--- src/rtl/vga_frame_reader.sv ---
// 640x480@60 VGA reader for the camera frame buffer: scales stored image
// coordinates into buffer addresses and converts RGB332 pixels to RGB444.
module vga_frame_reader #(
  parameter int unsigned AW    = 15,
  parameter int unsigned DW    = 8,
  parameter int unsigned IMG_W = 160,
  parameter int unsigned IMG_H = 120,
  parameter int unsigned SHIFT = 2,
  parameter int unsigned H_ACT = 640,
  parameter int unsigned H_FP  = 16,
  parameter int unsigned H_SYN = 96,
  parameter int unsigned H_BP  = 48,
  parameter int unsigned V_ACT = 480,
  parameter int unsigned V_FP  = 10,
  parameter int unsigned V_SYN = 2,
  parameter int unsigned V_BP  = 33
) (
  input  logic          clk_r,
  input  logic          rst_n,
  output logic [AW-1:0] addr_out,
  input  logic [DW-1:0] data_in,
  output logic [3:0]    vga_r,
  output logic [3:0]    vga_g,
  output logic [3:0]    vga_b,
  output logic          vga_hs,
  output logic          vga_vs,
  output logic          vga_de,
  output logic          frame_start
);

  localparam int unsigned H_TOT  = H_ACT + H_FP + H_SYN + H_BP;
  localparam int unsigned V_TOT  = V_ACT + V_FP + V_SYN + V_BP;
  localparam int unsigned HW     = $clog2(H_TOT);
  localparam int unsigned VW     = $clog2(V_TOT);
  localparam int unsigned HS_BEG = H_ACT + H_FP;
  localparam int unsigned HS_END = HS_BEG + H_SYN;
  localparam int unsigned VS_BEG = V_ACT + V_FP;
  localparam int unsigned VS_END = VS_BEG + V_SYN;

  // Low SHIFT bits of v all-ones marks the last screen line of a stored row.
  localparam logic [VW-1:0] V_MASK = VW'((1 << SHIFT) - 1);

  localparam int unsigned F_HS  = 0;
  localparam int unsigned F_VS  = 1;
  localparam int unsigned F_DE  = 2;
  localparam int unsigned F_IMG = 3;
  localparam int unsigned F_FS  = 4;
  localparam logic [4:0]  FL_RST = 5'b00011;

  logic [HW-1:0] h_q, h_d;
  logic [VW-1:0] v_q, v_d;
  logic [AW-1:0] row_q, row_d;
  logic [AW-1:0] addr_q, addr_d;
  logic [4:0]    fl_c, fl1_q, fl2_q;
  logic [3:0]    r_q, g_q, b_q, r_d, g_d, b_d;
  logic          hs_q, vs_q, de_q, fs_q;
  logic          active_c, in_img_c;

  // Raster counters and row base; frame wrap takes priority over row advance.
  always_comb begin
    h_d   = h_q + 1'b1;
    v_d   = v_q;
    row_d = row_q;
    if (h_q == HW'(H_TOT - 1)) begin
      h_d = '0;
      if (v_q == VW'(V_TOT - 1)) begin
        v_d   = '0;
        row_d = '0;
      end else begin
        v_d = v_q + 1'b1;
        if (((v_q & V_MASK) == V_MASK) && ((v_q >> SHIFT) < VW'(IMG_H - 1))) begin
          row_d = row_q + AW'(IMG_W);
        end
      end
    end
  end

  // Stage-0 decode of timing flags and image window.
  always_comb begin
    active_c    = (h_q < HW'(H_ACT)) && (v_q < VW'(V_ACT));
    in_img_c    = active_c && ((h_q >> SHIFT) < HW'(IMG_W)) && ((v_q >> SHIFT) < VW'(IMG_H));
    fl_c        = '0;
    fl_c[F_HS]  = !((h_q >= HW'(HS_BEG)) && (h_q < HW'(HS_END)));
    fl_c[F_VS]  = !((v_q >= VW'(VS_BEG)) && (v_q < VW'(VS_END)));
    fl_c[F_DE]  = active_c;
    fl_c[F_IMG] = in_img_c;
    fl_c[F_FS]  = (h_q == '0) && (v_q == '0);
    addr_d      = in_img_c ? (row_q + AW'(h_q >> SHIFT)) : '0;
  end

  // RGB332 -> RGB444 by replicating MSBs; blanked outside the image window.
  always_comb begin
    r_d = '0;
    g_d = '0;
    b_d = '0;
    if (fl2_q[F_IMG]) begin
      r_d = {data_in[7:5], data_in[7]};
      g_d = {data_in[4:2], data_in[4]};
      b_d = {data_in[1:0], data_in[1:0]};
    end
  end

  always_ff @(posedge clk_r or negedge rst_n) begin
    if (!rst_n) begin
      h_q    <= '0;
      v_q    <= '0;
      row_q  <= '0;
      addr_q <= '0;
      fl1_q  <= FL_RST;
      fl2_q  <= FL_RST;
      r_q    <= '0;
      g_q    <= '0;
      b_q    <= '0;
      hs_q   <= 1'b1;
      vs_q   <= 1'b1;
      de_q   <= 1'b0;
      fs_q   <= 1'b0;
    end else begin
      h_q    <= h_d;
      v_q    <= v_d;
      row_q  <= row_d;
      addr_q <= addr_d;
      fl1_q  <= fl_c;
      fl2_q  <= fl1_q;
      r_q    <= r_d;
      g_q    <= g_d;
      b_q    <= b_d;
      hs_q   <= fl2_q[F_HS];
      vs_q   <= fl2_q[F_VS];
      de_q   <= fl2_q[F_DE];
      fs_q   <= fl2_q[F_FS];
    end
  end

  assign addr_out    = addr_q;
  assign vga_r       = r_q;
  assign vga_g       = g_q;
  assign vga_b       = b_q;
  assign vga_hs      = hs_q;
  assign vga_vs      = vs_q;
  assign vga_de      = de_q;
  assign frame_start = fs_q;

endmodule

--- config.mk ---
export PLATFORM = sky130hd
export DESIGN_NAME = vga_frame_reader
export DESIGN_NICKNAME = d
export VERILOG_FILES = /design/src/rtl/vga_frame_reader.sv
export SDC_FILE = /design/constraint.sdc
export NUM_CORES = 1
export LEC_CHECK = 0
export CAP_MARGIN = 20
export CELL_PAD_IN_SITES_DETAIL_PLACEMENT = 0
export CELL_PAD_IN_SITES_GLOBAL_PLACEMENT = 1
export CORE_ASPECT_RATIO = 0.8
export CORE_MARGIN = 2
export CORE_UTILIZATION = 40
export DETAILED_ROUTE_END_ITERATION = 16
export PLACE_DENSITY = 0.74
export SLEW_MARGIN = 0
export SYNTH_ARGS = -nofsm -noshare
export SYNTH_HDL_FRONTEND = slang
export SYNTH_SLANG_ARGS = --single-unit
--- constraint.sdc ---
create_clock -name clk_r -period 4.6 [get_ports clk_r]
set_clock_uncertainty 0.15 [all_clocks]
set_input_delay 1.15 -clock clk_r [delete_from_list [all_inputs] [get_ports clk_r]]
set_output_delay 1.15 -clock clk_r [all_outputs]
set_load 0.01 [all_outputs]
==> results of run 1 <==
[state kept, by name (all words and copies together) (netlist names)]
name / cells
addr_out: 15
frame_start: 1
row_q: 10
vga_g: 3
vga_r: 3
vga_b: 2
fl2_q: 4
vga_vs: 1
vga_de: 1
vga_hs: 1
fl1_q: 4
v_q: 10
h_q: 10
[metrics by stage]
step | std cells | instance area, µm²
5_1_grt | 405 | 3650
4_1_cts | 404 | 3630
2_1_floorplan | 273 | 2960
6_report | 405 | 3650
3_5_place_dp | 389 | 3390
3_3_place_gp | 389 | 3390
[kinds of logic after synthesis]
logic type	after synthesis	share of synthesized area
AND/OR/NAND/NOR	106	0.195
flip-flops	65	0.552
AO/OA/AOI/OAI	42	0.0973
buffers and inverters	25	0.0410
XOR/XNOR	23	0.0681
adder cells (fa/ha/maj)	9	0.0381
multiplexers	2	0.00719
other	1	0.00127
[routing by layer]
| metal | up-vias | global-route usage | part of all wire |
|---|---|---|---|
| met5 | - | 0 | 0 |
| met1 | 1004 | 0.202 | 0.49 |
| met3 | 2 | 0.0551 | 0.038 |
| met4 | 0 | 0.0452 | 0.0045 |
| met2 | 45 | 0.253 | 0.46 |
| li1 | 1024 | - | - |
[report_power, final]
group           total, W  switching, W  internal, W
sequential      0.000577    0.00000136     0.000576
combinational  0.0000380     0.0000179    0.0000201
clock           0.000583      0.000211     0.000372
[final cells by class]
cell class | instances | area (µm²)
Fill cell | 682 | 3630
Sequential cell | 65 | 1630
Multi-Input combinational cell | 183 | 1200
Timing Repair Buffer | 42 | 423
Clock buffer | 10 | 138
Tap cell | 90 | 113
Clock inverter | 5 | 104
Inverter | 10 | 37.5
[how the worst max path moves through the flow]
stage / end / slack (ps)
floorplan: row_q[14] / 2580
global placement: row_q[7] / 2020
detailed placement: row_q[7] / 1930
CTS: vga_hs / 1880
global route: row_q[7] / 1720
finish: vga_hs / 1910
[synth_stat cells (2+ instances only)]
cell      number
a21o_1         4
a21oi_1        4
a22o_1         3
a31oi_1        3
a41oi_1        2
and2_1        10
and3_1         6
and3_4         2
buf_2          4
buf_4          4
clkbuf_1       6
dfrtp_1       59
dfstp_2        6
ha_1           9
inv_1         10
nand2_1       19
nand3_1       18
nand4_1        5
nand4b_1       2
nor2_1        24
nor3_1         4
nor4_1         3
o211ai_1       3
o21ai_0       17
o31ai_1        2
or3_1          2
or4_1          4
xnor2_1       10
xor2_1        13
==> impl_metrics.json, run 1 <==
{
  "critPathTopFamily": "buffers and inverters",
  "die_w_um": 100,
  "leakage_nw": 1.60,
  "max_cap_violations": 0,
  "fin_crit_ps": 2690,
  "clkSinkCount": 65,
  "core_area_um2": 7290,
  "fin_crit_sh": 0.585,
  "grt_use_total": 0.157,
  "dieArea_um2": 8110,
  "cts_hold_buf": 0,
  "setup_tns_ps": 0,
  "max_stage_delay_ps": 530,
  "ir_drop_uv": 168,
  "hold_depth": 0,
  "worst-path-stages": 1,
  "cts_made_buffers": 9,
  "grt_setup_unrepaired": "no",
  "drtIter0Drc": 66,
  "cp-end-kind": "primary output",
  "r2r_cells": 6,
  "vias": 2075,
  "die_h_um": 80.9,
  "crit_path_max_fanout": 1,
  "routabilityCongestion": 0.820,
  "cts_root_buf": "clkbuf_8",
  "clkSlewWorstSetupHoldPaths_ps": 70,
  "area_growth_pct": 23.4,
  "ys.flop_type": "dfrtp_1",
  "setup_ws_ps": 1910,
  "setup_violations": 0,
  "antenna_found_initial": 0,
  "cts_tree": "done",
  "htree_levels": 3,
  "ys_types": 44,
  "synth_top_area_share": 0.499,
  "powerDensity_nw_per_um2": 328,
  "crit_type": "register to primary output",
  "path_buf_inv": 1,
  "syn_nets": 292,
  "min_to": "fl2_q[4]",
  "critPathSlowestCell": "clkdlybuf4s50_1",
  "rows": 28,
  "antenna_cells": 0,
  "synth_edf_count": 0,
  "dp_hpwl_um": 4020,
  "status": "finished, final reports clean",
  "yosysWarningCount": 0,
  "crit_required_ps": 3300,
  "grt_pass1_wl_um": 9690,
  "yosys-top-cells-area": "dfrtp_1, dfstp_2, xor2_1, ha_1, nand3_1",
  "startpoint": "vga_hs",
  "hold_viol": 0,
  "drt-vias-per-instance": 5.12,
  "syn_area_um2": 2960,
  "worst_pin_slew_ps": 833,
  "crit_arrival_ps": 1390,
  "synth_area_leader_cell": "dfrtp_1",
  "worst-r2r-setup-slack_ps": 1950,
  "final_common_cell": "dfrtp_1",
  "io_buffers": 40,
  "drt-pass1-iter-count": 4,
  "synth_cells": 273,
  "overflow": 0,
  "clkLatencyLatePin_ps": 330,
  "drive_gt1_frac": 0.102,
  "pre_cts_ws_ps": 1930,
  "synth-seq-cells": 65,
  "drtAntennaViolNets": 0,
  "layout_common_cells": "dfrtp_1, clkdlybuf4s50_1, nor2_1",
  "syn_area_per_cell_um2": 10.8,
  "nets": 330,
  "drv_slew": 0,
  "start_util": 0.406,
  "reg2reg_from": "h_q[0]",
  "max_freq_ghz": 0.372,
  "r2r_end": "row_q[7]",
  "cts_resized": 0,
  "ios": 41,
  "yosysSeqAreaShare": 0.552,
  "wl_per_cell_um": 14.3,
  "post_cts_buffers": 0,
  "grt_pass1_vias": 2021,
  "path_cells": "clkdlybuf4s50_1",
  "relSlewSlack": 0.440,
  "drc": 0,
  "grt_max_degree": 47,
  "worst_hold_startpoint": "fl1_q[4]",
  "wl_um": 5770,
  "fin_util": 0.501,
  "clockBufferDepth": 2,
  "hold-worst-slack_ps": 200,
  "min_path_type": "register to register",
  "p_total_w": 0.00120,
  "synthArstFlopShare": 1.00,
  "start_kind": "register"
}
Note: power is estimated with default switching activity, not from simulation.
==> run 2, diff against run 1 <==
==> constraint.sdc (replaced) <==
create_clock -name clk_r -period 2.7 [get_ports clk_r]
set_clock_uncertainty 0.15 [all_clocks]
set_input_delay 0.675 -clock clk_r [delete_from_list [all_inputs] [get_ports clk_r]]
set_output_delay 0.675 -clock clk_r [all_outputs]
set_load 0.01 [all_outputs]
==> run 2 against run 1 <==
- combinational power up 62%
- worst hold slack worse by 71 ps
- highest routed layer unchanged
- global-route usage about the same
- power grew 53%
==> impl_metrics.json, run 2 (synthesized netlist as in run 1, its figures left out) <==
{
  "status": "finished, final reports clean",
  "grt_setup_unrepaired": "no",
  "dp_hpwl_um": 4040,
  "worst-r2r-setup-slack_ps": 420,
  "hold_viol": 0,
  "clkLatencyLatePin_ps": 330,
  "grt_use_met1": 0.228,
  "max_cap_violations": 0,
  "drc": 0,
  "wl_per_cell_um": 14.0,
  "wl_um": 5750,
  "setup_violations": 0,
  "grt_max_degree": 24,
  "clkSlewWorstSetupHoldPaths_ps": 70,
  "cts_tree": "done",
  "drtIter0Drc": 55,
  "vias": 2100,
  "clockBufferDepth": 2,
  "drt-vias-per-instance": 5.12,
  "clkPwrFrac": 0.430,
  "post_cts_buffers": 0,
  "drtAntennaViolNets": 0,
  "start_kind": "register",
  "fin_crit_sh": 0.846,
  "p_int_w": 0.00144,
  "antenna_found_initial": 0,
  "layout_common_cells": "dfrtp_1, clkdlybuf4s50_1, nor2_1",
  "grt_use_total": 0.157,
  "crit_required_ps": 2820,
  "dieArea_um2": 8110,
  "powerDensity_nw_per_um2": 507,
  "drt-pass1-iter-count": 4,
  "p_seq_frac": 0.536,
  "ios": 41,
  "io_buffers": 40,
  "htree_levels": 3,
  "start_util": 0.406,
  "endpoint": "row_q[14]",
  "die_h_um": 80.9,
  "grt_pass1_wl_um": 9870,
  "drv_slew": 0,
  "overflow": 0,
  "p_total_w": 0.00183,
  "crit_path_max_fanout": 8,
  "cp-end-kind": "register",
  "p_comb_frac": 0.034,
  "largest_register_ffs": 15,
  "cts_resized": 0,
  "antenna_cells": 0,
  "rows": 28,
  "startpoint": "v_q[1]",
  "sw_frac_of_total": 0.216,
  "ir_drop_uv": 332,
  "clkSinkCount": 65,
  "relSlewSlack": 0.620,
  "die_w_um": 100,
  "grt_pass1_vias": 1933,
  "grt_use_met3": 0.0551,
  "cts_root_buf": "clkbuf_8",
  "crit_arrival_ps": 2400,
  "cts_hold_buf": 0,
  "top_usage_layer": "met1",
  "area_growth_pct": 22.2,
  "fillers": 677,
  "worst_pin_slew_ps": 569,
  "multi_input_area_um2": 1200,
  "drive_gt1_frac": 0.109,
  "fin_crit_ps": 2280,
  "use_met2": 0.223,
  "routabilityCongestion": 0.823,
  "core_area_um2": 7290,
  "setup_tns_ps": 0,
  "max_freq_ghz": 0.438,
  "cts_made_buffers": 9,
  "min_path_type": "primary input to asynchronous set/reset pin",
  "reg2reg_from": "v_q[1]",
  "leakage_nw": 1.59,
  "switchingPower_w": 0.000395,
  "nets": 334,
  "layout.area.seq_um2": 1630,
  "r2r_end": "row_q[14]",
  "final_common_cell": "dfrtp_1",
  "r2r_cells": 6,
  "crit_type": "register to register"
}
[run 2: cell types whose count changed in the layout (fill, tap and decap cells not counted), sizes merged]
cell,delta
buf,+4
clkinvlp,+1
clkbuf,+1
clkinv,+1
bufinv,-2
[run 2: power groups by stage]
| stage | sequential (W) | combinational [W] | clock (W) |
|---|---|---|---|
| finish | 0.000983 | 0.0000617 | 0.000789 |
| global route | 0.000983 | 0.0000700 | 0.000874 |
| CTS | 0.000983 | 0.0000642 | 0.000822 |
| detailed placement | 0.00100 | 0.0000642 | 0 |
| global placement | 0.00100 | 0.0000636 | 0 |
| floorplan | 0.00101 | 0.0000109 | 0 |
[run 2: metrics by stage]
step / worst slack (ps) / util / hold slack [ps] / cell area, µm² / cells
floorplan: 683 / - / 181 / 2960 / 273
global placement: 476 / 0.470 / 183 / 3430 / 394
detailed placement: 455 / 0.470 / 185 / 3430 / 394
CTS: 403 / 0.496 / 129 / 3620 / 410
global route: 178 / 0.496 / 150 / 3620 / 410
finish: 415 / 0.496 / 129 / 3620 / 410
[run 2: area by class of cell]
type                    count  share of cell area
well taps                  90              0.0311
repair buffers             46               0.122
multi-input cells         183               0.333
flip-flops and latches     65               0.452
clock inverters             5              0.0156
clock buffers              11              0.0363
inverters                  10              0.0104
[run 2: worst max-delay path, stage by stage (launching register included)]
cell,delay (ps)
dfrtp_1,460
ha_1,270
inv_1,100
a2111oi_4,450
nand2_2,180
or4_1,510
nand3_1,100
[run 2: worst min path at each step]
stage	to	slack, ps	cells past startpoint
final	addr_out[6]	130	1
after global routing	addr_out[6]	150	1
after CTS	addr_out[6]	130	1
after detailed placement	fl2_q[4]	180	0
after global placement	fl2_q[4]	180	0
after floorplan	fl2_q[3]	180	0
[run 2: per-layer routing]
layer,up-vias,share of wire
met1,1025,0.52
met2,38,0.43
met3,6,0.039
met5,-,0
met4,0,0.010
li1,1031,-
==> run 3, diff against run 2 <==
--- a/config.mk
+++ b/config.mk
@@ -10,9 +10,9 @@
 export CELL_PAD_IN_SITES_GLOBAL_PLACEMENT = 1
 export CORE_ASPECT_RATIO = 0.8
 export CORE_MARGIN = 2
-export CORE_UTILIZATION = 40
+export CORE_UTILIZATION = 39
 export DETAILED_ROUTE_END_ITERATION = 16
-export PLACE_DENSITY = 0.74
+export PLACE_DENSITY = 0.75
 export SLEW_MARGIN = 0
 export SYNTH_ARGS = -nofsm -noshare
 export SYNTH_HDL_FRONTEND = slang
==> constraint.sdc (replaced) <==
create_clock -name clk_r -period 2.1 [get_ports clk_r]
set_clock_uncertainty 0.15 [all_clocks]
set_input_delay 0.525 -clock clk_r [delete_from_list [all_inputs] [get_ports clk_r]]
set_output_delay 0.525 -clock clk_r [all_outputs]
set_load 0.01 [all_outputs]
==> run 3 against run 2 <==
- sequential share of layout area down 3.0 points
- largest cell class unchanged
- count of clock-buffer cells in the layout is 2 lower
- die area up 2.4%
- critical endpoint is now row_q[10]
- flip-flop and latch count did not move
==> impl_metrics.json, run 3 (synthesized netlist as in run 1, its figures left out) <==
{
  "start_util": 0.400,
  "grt_max_degree": 66,
  "drive_gt1_frac": 0.197,
  "crit_path_max_fanout": 7,
  "grt_pass1_wl_um": 9920,
  "hold-worst-slack_ps": 32.8,
  "grt_use_total": 0.160,
  "powerDensity_nw_per_um2": 622,
  "vias": 2199,
  "nets": 359,
  "drt-pass1-iter-count": 4,
  "fillers": 674,
  "crit_required_ps": 2240,
  "final_common_cell": "dfrtp_1",
  "drt-vias-per-instance": 4.89,
  "clkSlewWorstSetupHoldPaths_ps": 70,
  "crit_arrival_ps": 2160,
  "die_h_um": 81.9,
  "wl_per_cell_um": 13.3,
  "drtAntennaViolNets": 0,
  "clkSinkCount": 65,
  "fin_crit_sh": 0.964,
  "startpoint": "v_q[4]",
  "layout_common_cells": "dfrtp_1, clkdlybuf4s50_1, buf_4",
  "clkLatencyLatePin_ps": 350,
  "critPathTopFamily": "simple AND/OR/NAND/NOR gates",
  "area_growth_pct": 31.0,
  "p_comb_frac": 0.034,
  "multi_input_area_um2": 1220,
  "die_w_um": 101,
  "switchingPower_w": 0.000550,
  "hold_viol": 0,
  "start_kind": "register",
  "path_cells": "and3_4, a2111oi_4, nand2_2, or4_4, nand3_2",
  "cts_hold_buf": 0,
  "io_buffers": 40,
  "drtIter0Drc": 84,
  "largest_register_ffs": 15,
  "p_seq_frac": 0.524,
  "dieArea_um2": 8300,
  "setup_violations": 0,
  "routabilityCongestion": 0.879,
  "min_path_type": "primary input to asynchronous set/reset pin",
  "status": "finished, final reports clean",
  "ir_drop_uv": 326,
  "layout.area.seq_um2": 1640,
  "fin_crit_ps": 2020,
  "critPathSlowestCell": "or4_4",
  "max_cap_violations": 0,
  "antenna_found_initial": 0,
  "max_freq_ghz": 0.494,
  "antenna_cells": 0,
  "r2r_end": "row_q[10]",
  "max_stage_delay_ps": 570,
  "p_int_w": 0.00186,
  "r2r_cells": 5,
  "cts_made_buffers": 9,
  "crit_type": "register to register",
  "cts_root_buf": "clkbuf_8",
  "dp_hpwl_um": 4240,
  "core_area_um2": 7390,
  "worst-r2r-setup-slack_ps": 80,
  "path_buf_inv": 0,
  "sw_frac_of_total": 0.228,
  "drc": 0,
  "grt_pass1_vias": 2040,
  "ios": 41,
  "drv_slew": 0,
  "overflow": 0,
  "wl_um": 6000,
  "htree_levels": 3,
  "cp-end-kind": "register",
  "clkPwrFrac": 0.442,
  "clockBufferDepth": 2,
  "reg2reg_from": "v_q[4]",
  "fin_util": 0.524,
  "rows": 28,
  "cts_tree": "done",
  "leakage_nw": 1.74
}
-- run 3: changes by cell type in the layout (fill, tap and decap cells not counted), moves of 2 or more --
| cell | before | now |
|---|---|---|
| dlymetal6s2s_1 | 0 | 2 |
| inv_6 | 0 | 2 |
| clkdlybuf4s50_1 | 39 | 37 |
| clkbuf_1 | 2 | 0 |
| buf_4 | 6 | 30 |
-- run 3: worst max-delay path by stage --
stage	end	slack [ps]	depth (start not counted)
2_1_floorplan	row_q[14]	80	6
3_5_place_dp	row_q[10]	90	5
6_report	row_q[10]	80	5
5_1_grt	row_q[10]	-10	5
3_3_place_gp	addr_out[12]	120	6
4_1_cts	vga_hs	7	1
-- run 3: area by class of cell --
| type | count | area share |
|---|---|---|
| well taps | 105 | 0.0339 |
| multi-input cells | 183 | 0.316 |
| clock inverters | 7 | 0.0200 |
| repair buffers | 71 | 0.167 |
| clock buffers | 9 | 0.0320 |
| inverters | 10 | 0.00968 |
| flip-flops and latches | 65 | 0.422 |
-- run 3: per-layer routing --
metal	GRT usage	part of all wire	up-vias
met5	0	0	-
met4	0.0608	0.016	0
met3	0.0562	0.053	9
met2	0.245	0.45	51
met1	0.210	0.48	1054
li1	-	-	1085
-- run 3: stage by stage --
stage                     setup TNS, ps  cell area, µm²  power, W  setup WS [ps]  cells
after floorplan                       0            2960   0.00131           83.5    273
after global placement                0            3620   0.00137            124    430
after detailed placement              0            3620   0.00137           90.7    430
after CTS                             0            3820   0.00245           7.41    446
after global routing              -14.6            3880   0.00251          -14.6    450
final                                 0            3880   0.00241           76.5    450
-- run 3: power groups by stage --
stage / Clock, W / Combinational, W / Sequential (W)
3_3_place_gp: 0 / 0.0000837 / 0.00129
4_1_cts: 0.00110 / 0.0000853 / 0.00126
3_5_place_dp: 0 / 0.0000849 / 0.00129
2_1_floorplan: 0 / 0.0000140 / 0.00129
6_report: 0.00107 / 0.0000817 / 0.00126
5_1_grt: 0.00115 / 0.0000919 / 0.00126
-- run 3: what timing repair did --
action,4_1_cts,5_1_grt
buffers inserted,0,4
resized for setup,0,10
endpoints found under the setup margin,0,11
